===== config.mk =====
export PLATFORM = sky130hd
export DESIGN_NAME = fetch_seq
export DESIGN_NICKNAME = d
export VERILOG_FILES = /design/src/rtl/fetch_seq.sv
export SDC_FILE = /design/constraint.sdc
export NUM_CORES = 1
export LEC_CHECK = 0
export BUFFER_PORTS_ARGS = -buffer_cell sky130_fd_sc_hd__buf_2
export CAP_MARGIN = 15
export CORE_ASPECT_RATIO = 0.7
export CORE_MARGIN = 2
export CORE_UTILIZATION = 35
export CTS_CLUSTER_DIAMETER = 40
export CTS_CLUSTER_SIZE = 10
export DETAILED_ROUTE_END_ITERATION = 12
export GPL_TIMING_DRIVEN = 0
export PLACE_DENSITY = 0.6
export SLEW_MARGIN = 20
export SYNTH_ARGS = -nofsm -noshare
export SYNTH_HDL_FRONTEND = slang
export SYNTH_SLANG_ARGS = --single-unit

===== constraint.sdc =====
create_clock -name clk -period 2.3 [get_ports clk]
set_input_delay 0.115 -clock clk [delete_from_list [all_inputs] [get_ports clk]]
set_output_delay 0.115 -clock clk [all_outputs]
set_load 0.05 [all_outputs]

===== src/rtl/fetch_seq.sv =====
// ============================================================================
// fetch_seq : instruction fetch sequencer with redirect handling and a
//             one-entry output buffer. Optional macro: FETCH_ALIGN_CHECK_EN.
// Revision  : 1.0
// ============================================================================
`default_nettype none

module fetch_seq #(
  parameter logic [31:0] PC_INITIAL = 32'hbfc00000
) (
  input  logic        clk,
  input  logic        resetn,
  input  logic        is_exception,
  input  logic [31:0] exception_new_pc,
  input  logic        is_branch,
  input  logic [31:0] branch_address,
  input  logic        stall,
  output logic        inst_req,
  output logic [31:0] inst_addr,
  input  logic        inst_addr_ok,
  input  logic        inst_data_ok,
  input  logic [31:0] inst_rdata,
  output logic        if_valid,
  output logic [31:0] if_pc,
  output logic [31:0] if_inst,
  output logic        if_adel
);

  typedef enum logic [1:0] {
    IDLE = 2'd0,
    REQ  = 2'd1,
    WAIT = 2'd2,
    DROP = 2'd3
  } state_t;

  state_t      r_state, w_state_nxt;
  logic [31:0] r_pc, w_pc_nxt;
  logic        r_pend_valid, w_pend_valid_nxt;
  logic [31:0] r_pend_target, w_pend_target_nxt;
  logic [31:0] r_fetch_pc, w_fetch_pc_nxt;

  logic        r_buf_valid;
  logic [31:0] r_buf_pc, r_buf_inst;
  logic        w_buf_load;
  logic [31:0] w_buf_pc, w_buf_inst;
`ifdef FETCH_ALIGN_CHECK_EN
  logic        r_buf_adel;
  logic        w_buf_adel;
`endif

  logic        w_redirect;
  logic [31:0] w_target;
  logic        w_consume;
  logic        w_buf_free;

  // Exception outranks branch when both fire in the same cycle.
  assign w_redirect = is_exception | is_branch;
  assign w_target   = is_exception ? exception_new_pc : branch_address;
  assign w_consume  = r_buf_valid & ~stall;
  assign w_buf_free = ~r_buf_valid | w_consume;

  always_ff @(posedge clk) begin
    if (!resetn) begin
      r_state       <= IDLE;
      r_pc          <= PC_INITIAL;
      r_pend_valid  <= 1'b0;
      r_pend_target <= 32'h0;
      r_fetch_pc    <= 32'h0;
    end else begin
      r_state       <= w_state_nxt;
      r_pc          <= w_pc_nxt;
      r_pend_valid  <= w_pend_valid_nxt;
      r_pend_target <= w_pend_target_nxt;
      r_fetch_pc    <= w_fetch_pc_nxt;
    end
  end

  always_comb begin
    w_state_nxt       = r_state;
    w_pc_nxt          = r_pc;
    w_pend_valid_nxt  = r_pend_valid;
    w_pend_target_nxt = r_pend_target;
    w_fetch_pc_nxt    = r_fetch_pc;
    w_buf_load        = 1'b0;
    w_buf_pc          = r_pc;
    w_buf_inst        = 32'h0;
`ifdef FETCH_ALIGN_CHECK_EN
    w_buf_adel        = 1'b0;
`endif
    case (r_state)
      IDLE: begin
        if (w_redirect) begin
          w_pc_nxt = w_target;
        end else if (w_buf_free) begin
`ifdef FETCH_ALIGN_CHECK_EN
          // Misaligned PC becomes a fault entry instead of a bus request.
          if (r_pc[1:0] != 2'b00) begin
            w_buf_load = 1'b1;
            w_buf_adel = 1'b1;
          end else begin
            w_state_nxt = REQ;
          end
`else
          w_state_nxt = REQ;
`endif
        end
      end
      REQ: begin
        if (inst_addr_ok) begin
          if (w_redirect) begin
            w_pc_nxt         = w_target;
            w_pend_valid_nxt = 1'b0;
            w_state_nxt      = DROP;
          end else if (r_pend_valid) begin
            w_pc_nxt         = r_pend_target;
            w_pend_valid_nxt = 1'b0;
            w_state_nxt      = DROP;
          end else begin
            w_fetch_pc_nxt = r_pc;
            w_pc_nxt       = r_pc + 32'd4;
            w_state_nxt    = WAIT;
          end
        end else if (w_redirect) begin
          // Address must stay stable on the bus; remember the redirect.
          w_pend_valid_nxt  = 1'b1;
          w_pend_target_nxt = w_target;
        end
      end
      WAIT: begin
        if (w_redirect) begin
          w_pc_nxt    = w_target;
          w_state_nxt = inst_data_ok ? IDLE : DROP;
        end else if (inst_data_ok) begin
          w_buf_load  = 1'b1;
          w_buf_pc    = r_fetch_pc;
          w_buf_inst  = inst_rdata;
          w_state_nxt = IDLE;
        end
      end
      DROP: begin
        if (w_redirect) w_pc_nxt = w_target;
        if (inst_data_ok) w_state_nxt = IDLE;
      end
      default: w_state_nxt = IDLE;
    endcase
  end

  always_ff @(posedge clk) begin
    if (!resetn) begin
      r_buf_valid <= 1'b0;
      r_buf_pc    <= 32'h0;
      r_buf_inst  <= 32'h0;
`ifdef FETCH_ALIGN_CHECK_EN
      r_buf_adel  <= 1'b0;
`endif
    end else if (w_redirect) begin
      r_buf_valid <= 1'b0;
    end else if (w_buf_load) begin
      r_buf_valid <= 1'b1;
      r_buf_pc    <= w_buf_pc;
      r_buf_inst  <= w_buf_inst;
`ifdef FETCH_ALIGN_CHECK_EN
      r_buf_adel  <= w_buf_adel;
`endif
    end else if (w_consume) begin
      r_buf_valid <= 1'b0;
    end
  end

  assign inst_req  = (r_state == REQ);
  assign inst_addr = r_pc;
  assign if_valid  = r_buf_valid;
  assign if_pc     = r_buf_pc;
  assign if_inst   = r_buf_inst;
`ifdef FETCH_ALIGN_CHECK_EN
  assign if_adel   = r_buf_adel;
`else
  assign if_adel   = 1'b0;
`endif

endmodule

`default_nettype wire


==> results of run 1 <==
==> worst max-delay path by stage <==
| stage | start | to | cells past startpoint |
|---|---|---|---|
| 6_report | inst_addr[9]$_SDFFE_PN0P_ | inst_addr[19]$_SDFFE_PN0P_ | 6 |
| 5_1_grt | inst_addr[9]$_SDFFE_PN0P_ | inst_addr[21]$_SDFFE_PN0P_ | 6 |
| 4_1_cts | r_state[0]$_SDFFE_PN0P_ | r_pend_target[5]$_SDFFE_PN0P_ | 7 |
| 3_5_place_dp | r_state[0]$_SDFFE_PN0P_ | r_fetch_pc[0]$_SDFFE_PN0P_ | 7 |
| 3_3_place_gp | r_state[0]$_SDFFE_PN0P_ | r_fetch_pc[0]$_SDFFE_PN0P_ | 7 |
| 2_1_floorplan | inst_addr[13]$_SDFFE_PN0P_ | inst_addr[19]$_SDFFE_PN0P_ | 7 |
==> stage by stage <==
| stage | cells | instance area, µm² | setup TNS, ns | power [mW] | util, % |
|---|---|---|---|---|---|
| 6_report | 1455 | 9970 | 0 | 7.36 | 47.5 |
| 3_5_place_dp | 1385 | 8920 | -19.48 | 4.48 | 42.5 |
| 4_1_cts | 1449 | 9870 | -0.00577 | 7.36 | 47.1 |
| 2_1_floorplan | 910 | 7580 | 0 | 4.01 | - |
| 3_3_place_gp | 1385 | 8920 | -13.81 | 4.47 | 42.5 |
| 5_1_grt | 1454 | 9970 | -0.0100 | 7.63 | 47.5 |
==> critical path: cells and delay by family (launching register included) <==
kind / cells / cell delay [ns]
compound gates: 2 / 0.42
buf+inv: 1 / 0.18
flops: 1 / 0.41
simple gates: 3 / 1.13
==> cell usage after synthesis (all sizes together), types with 5 or more instances <==
| cell type | instances |
|---|---|
| nand4 | 9 |
| and3 | 6 |
| mux2 | 6 |
| xnor2 | 8 |
| nor2b | 8 |
| nand2 | 255 |
| nor3 | 17 |
| o211ai | 11 |
| nand3 | 15 |
| a21boi | 102 |
| a211oi | 8 |
| a21oi | 35 |
| mux2i | 28 |
| buf | 28 |
| dfxtp | 164 |
| o211a | 30 |
| clkbuf | 48 |
| and4 | 5 |
| o2111ai | 5 |
| o21ai | 27 |
| nor4 | 9 |
| nor2 | 22 |
==> where the power goes <==
group / leakage (nW) / switching, mW / internal (mW) / total (mW)
Clock: 0.284 / 1.20 / 1.64 / 2.84
Combinational: 2.66 / 0.883 / 0.463 / 1.35
Sequential: 1.34 / 0.193 / 2.98 / 3.17
Total: 4.28 / 2.28 / 5.08 / 7.36
==> sequential cells by signal, indices dropped and copies added (netlist names) <==
signal         flops
r_state            2
r_fetch_pc        32
if_inst           32
inst_addr         32
if_valid           1
r_pend_target     32
if_pc             32
r_pend_valid       1
==> kinds of logic after synthesis <==
logic type / count (synthesis) / synth area share, %
adders and majority gates: 1 / 0.165
buffers and inverters: 79 / 4.44
xor gates and xnor gates: 10 / 1.16
and+or+nand+nor: 368 / 21.8
AOI/OAI and AO/OA: 253 / 24.5
muxes: 34 / 4.59
DFF: 164 / 43.3
other: 1 / 0.0495
==> final cells by class <==
class | instances | share of cell area [%]
clock inverters | 7 | 0.703
repair buffers | 237 | 13.8
diodes | 2 | 0.0502
inverters | 3 | 0.113
plain buffers | 74 | 3.46
multi-input cells | 667 | 40.3
clock buffers | 25 | 5.07
well taps | 276 | 3.46
flip-flops and latches | 164 | 33.0
==> layer usage <==
metal	vias to the layer above	part of all wire (%)
met4	0	1.2
met2	351	41
met1	3660	48
met5	-	0
met3	26	9.0
li1	3701	-
==> timing repair <==
item	4_1_cts	5_1_grt
hold endpoints to repair	33	0
setup buffers	0	5
setup endpoints to repair	87	81
pin swaps	0	3
hold buffers	33	0
resized for setup	17	20
==> impl_results.md, run 1 <==
- Hold_ws: 0.0522 ns
- CP Max Fanout: 10
- Pre-CTS setup slack: -0.460 ns
- Peak VDD IR: 0.528 mV
- First-pass GRT wire length: 42100 µm
- Vias: 7738
- FF/Latch Area: 3290 µm²
- I/O Pins: 202
- Routability congestion estimate: 0.908
- Crit path largest cell delay: 0.65 ns
- Clk_lat worst skew: 0.43 ns
- Synth area leaders: dfxtp_1 (43%), nand2_1 (13%), a21boi_0 (10%)
- Area leader, netlist: dfxtp_1
- Worst path arrival time: 2.56 ns
- Post-synthesis cell count: 910
- FILL cells: 2122
- Core Footprint: 21000 µm²
- Worst Hold Launch: branch_address[0]
- Post-synth cell types: 66
- CP Cell Sequence: nand4_1 -> or4_4 -> buf_6 -> nor3_1 -> o22ai_1 -> o221a_2
- Drt first pass iters: 6
- Register area share after synthesis: 43.3%
- Final Hold Violating Endpoints: 0
- CTS buffer count: 17
- Area delta synth->final: 31.6%
- Die height: 127 µm
- Final WL: 26800 µm
- H-tree levels: 4
- Most frequent cells in the layout: nand2_1 (255), buf_2 (212), dfxtp_1 (155), a21boi_0 (102), clkbuf_1 (38)
- Buffers added on ports: 199
- Final net count: 1268
- Worst slew pin tran: 0.846 ns
- Final HPWL DP: 19800 µm
- DR vias/cell: 5.32
- Share of the synthesized area in the top cell type: 43.3%
- CTS clk-pin slew, worst paths: 0.07 ns
- R2r worst-path depth: 6
- Async SR Flop Fraction: 0%
- Mapped cell area: 7580 µm²
- GRT Max-Usage Layer: met1
- FF+latch count, synth: 164
- Setup ws final: 0.0685 ns
- Met2 Resource Use GR: 34.3%
- Met3 Use GR: 5.87%
- Largest net degree at the start of global routing: 17
- PwrDens: 738 nW/µm²
- Clk root buf: clkbuf_16
- FF-to-FF setup slack: 0.07 ns
- Final setup viols: 0
- Max cap viols: 0
- Worst min path class: input port to flip-flop
- Lkg Pwr: 4.28 nW
- Critical path endpoint category: flip-flop
- Vias in the first global route: 7505
- Crit Path Category: flip-flop to flip-flop
- Syn nets: 1014
- Die width: 180 µm
- Highest Clock Rate: 448 MHz
- Final Cycle Share: 97.0%
- Fraction of layout cells with a size suffix above 1: 25.7%
- Synth Warn #: 0
- CP max-delay cell: or4_4
- Status: complete, no violations
- R2R Path End: inst_addr[19]$_SDFFE_PN0P_
- CP startpoint kind: flip-flop
- Global route total overflow: 0
- Total track usage: 23.7%
- Slew Limit Fails: 0
- Reg2reg start: inst_addr[9]$_SDFFE_PN0P_
- CTS tree: built
- Commonest non-fill, non-tap cell in the layout: nand2_1
- Number of synthesized flops with an enable pin: 0
- Die ar.: 22900 µm²
- Clock skew: 0.00854 ns
- WL/cell: 18.4 µm
- Routed Antenna Nets: 0
- Grt met1 use: 34.6%
- Drt drc: 0
- Final min period: 2.23 ns
- Hold Path End: r_pend_target[0]$_SDFFE_PN0P_
- Syn Area/Cell: 8.33 µm²
- Maximum root-to-sink buffer count: 2
- Top FF cell, synth: dfxtp_1
- CTS sink cnt: 164
- Rows: 44
- Drt initial violations: 685
- Multi-input logic area: 4020 µm²
- Starting density of the core: 36.1%
- Critical Path RT: 2.63 ns
- Slew headroom: 43.1%
- Worst Hold Path Cells: 4
- Antenna violations before repair: 2
Power figures use the tool's default switching activity.
==> inputs of run 2 (changes only) <==
- clock period: 2.3 -> 2.85 ns (I/O delays scaled with it)
==> run 2 against run 1 <==
Effect of this change: register-to-register slack worse by 0.03 ns; design area down 0.73%; combinational power down 21%; critical path type unchanged; highest routed layer unchanged.
==> impl_results.md, run 2 (synthesis results as in run 1) <==
- Worst path arrival time: 3.16 ns (+0.60 ns)
- Lkg Pwr: 4.20 nW (-1.8%)
- WL/cell: 18.3 µm (-0.64%)
- First-pass GRT wire length: 40900 µm (-2.8%)
- Clk_lat worst skew: 0.43 ns (about the same)
- Vias in the first global route: 7356 (-2.0%)
- Area delta synth->final: 30.7%
- Global route total overflow: 0 (unchanged)
- Placed instance area: 8920 µm² (about the same)
- Combinational fraction of design power: 17.1% (-1.2 points)
- Commonest non-fill, non-tap cell in the layout: nand2_1
- Largest net degree at the start of global routing: 17 (unchanged)
- Slew headroom: 24.8% (-18 points)
- Die width: 180 µm (unchanged)
- H-tree levels: 4 (unchanged)
- Final HPWL DP: 19800 µm (-0.26%)
- Antenna violations before repair: 2 (unchanged)
- Clock share of power: 41.9% (+3.4 points)
- Int Pwr: 4.33 mW (-15%)
- Worst slew pin tran: 1.12 ns (+0.273 ns)
- Non-filler cells, final: 1451 (-0.27%)
- Drt initial violations: 716 (+4.5%)
- Die height: 127 µm (unchanged)
- RSZ-0062 raised after global routing: false
- PwrDens: 629 nW/µm² (-15%)
- Clk root buf: clkbuf_16
- Routability congestion estimate: 0.912 (+0.42%)
- Buffers added on ports: 199 (unchanged)
- CTS sink cnt: 164 (unchanged)
- Sequential fraction of design power: 41.0% (-2.2 points)
- Power after layout: 6.23 mW (-15%)
- Worst min path class: input port to flip-flop
- Placed Cells: 1385 (unchanged)
- Status: complete, no violations
- Crit Path Category: flip-flop to flip-flop
- Final min period: 2.81 ns (+0.578 ns)
- Clock skew: 0.00996 ns (+0.00142 ns)
- R2r worst-path depth: 6 (unchanged)
- Peak VDD IR: 0.412 mV (-22%)
- Final Instance Area: 9900 µm² (-0.73%)
- Most frequent cells in the layout: nand2_1 (255), buf_2 (216), dfxtp_1 (164), a21boi_0 (102), clkbuf_1 (49)
- Final setup viols: 0 (unchanged)
- CP startpoint kind: flip-flop
- Sw frac: 30.4% (-0.53 points)
- CTS clk-pin slew, worst paths: 0.07 ns (about the same)
- Hold_ws: 0.0299 ns (-0.0223 ns)
- I/O Pins: 202 (unchanged)
- Highest Clock Rate: 356 MHz (-21%)
- Final Cycle Share: 98.6% (+1.5 points)
- Setup ws final: 0.0407 ns (-0.0278 ns)
- Die ar.: 22900 µm² (unchanged)
- Max cap viols: 0 (unchanged)
- Fraction of layout cells with a size suffix above 1: 23.4% (-2.4 points)
- Final net count: 1264 (-0.32%)
- CP Max Fanout: 8 (-2)
- Reg2reg start: inst_addr[2]$_SDFFE_PN0P_
- Setup crit end: inst_addr[18]$_SDFFE_PN0P_
- Crit path launch: inst_addr[2]$_SDFFE_PN0P_
- Routed Antenna Nets: 0 (unchanged)
- Drt first pass iters: 6 (unchanged)
- Critical Path RT: 3.20 ns (+0.57 ns)
- FILL cells: 2121 (-0.047%)
- Resize count post-CTS: 0 (-17)
- Final Hold Violating Endpoints: 0 (unchanged)
- Core Footprint: 21000 µm² (unchanged)
- Total track usage: 22.9% (-0.75 points)
- Rows: 44 (unchanged)
- Drt drc: 0 (unchanged)
- DR vias/cell: 5.27 (-0.86%)
- Slew Limit Fails: 0 (unchanged)
- Post-Route Setup TNS: 0 ns (unchanged)
- Postcts setup bufs: 0 (unchanged)
- Sw power: 1.89 mW (-17%)
- Vias: 7650 (-1.1%)
- CTS tree: built
- Critical path endpoint category: flip-flop
- Core Util, Final: 47.2% (-0.35 points)
- Maximum root-to-sink buffer count: 2 (unchanged)
- R2R Path End: inst_addr[18]$_SDFFE_PN0P_
- Pre-CTS setup slack: 0.0894 ns (+0.549 ns)
- Starting density of the core: 36.1% (unchanged)
- Final WL: 26500 µm (-0.91%)
- CTS buffer count: 17 (unchanged)
- FF-to-FF setup slack: 0.04 ns (-0.03 ns)
==> run 2: cell types whose count changed in the layout (fill, tap and decap cells not counted), moves of 5 or more <==
cell      delta
clkbuf_8     -5
clkbuf_2    -11
dfxtp_2      -9
clkbuf_1    +11
buf_4        -7
dfxtp_1      +9
==> run 2: final cells by class <==
cell class | instances | area [µm²] | share of cell area [%]
buffer | 76 | 325 | 3.29
inverter | 3 | 11.3 | 0.114
multi-input combinational | 667 | 3960 | 40.0
timing repair buffer | 231 | 1320 | 13.3
clock inverter | 14 | 224 | 2.26
clock buffer | 18 | 429 | 4.33
antenna | 2 | 5.00 | 0.0505
tap | 276 | 345 | 3.49
sequential | 164 | 3280 | 33.2
==> run 2: worst min-delay path by stage <==
stage | to | slack [ns] | cells after the start | from
6_report | r_state[1]$_SDFFE_PN0P_ | 0.03 | 3 | inst_data_ok
5_1_grt | r_state[1]$_SDFFE_PN0P_ | 0.03 | 3 | inst_data_ok
4_1_cts | r_state[1]$_SDFFE_PN0P_ | 0.02 | 3 | inst_data_ok
3_5_place_dp | if_inst[14]$_SDFFE_PN0P_ | 0.40 | 3 | inst_rdata[14]
3_3_place_gp | if_inst[17]$_SDFFE_PN0P_ | 0.40 | 3 | inst_rdata[17]
2_1_floorplan | if_inst[0]$_SDFFE_PN0P_ | 0.29 | 2 | inst_rdata[0]
==> run 2: critical path, stage by stage, from the launching register on <==
cell	delay [ns]
dfxtp_1	0.52
ha_1	0.29
nand2_1	0.24
nor3_1	0.98
nand3_1	0.24
o31a_1	0.30
o22ai_1	0.18
==> run 2: per-layer routing <==
layer,GRT usage (%),part of all wire [%]
met1,33.1,48
met2,32.8,40
met3,6.98,9.6
met4,6.41,1.5
met5,0,0
==> run 2: repair_timing <==
item                                    4_1_cts  5_1_grt
endpoints found under the hold margin        32        0
endpoints found under the setup margin        0        0
hold buffers                                 32        0
==> run 2: power groups by stage <==
stage | clock network (mW) | logic (mW) | registers, mW
finish | 2.61 | 1.06 | 2.55
global route | 2.73 | 1.14 | 2.57
CTS | 2.63 | 1.05 | 2.55
detailed placement | 0 | 1.01 | 2.60
global placement | 0 | 1.00 | 2.60
floorplan | 0 | 0.475 | 2.76
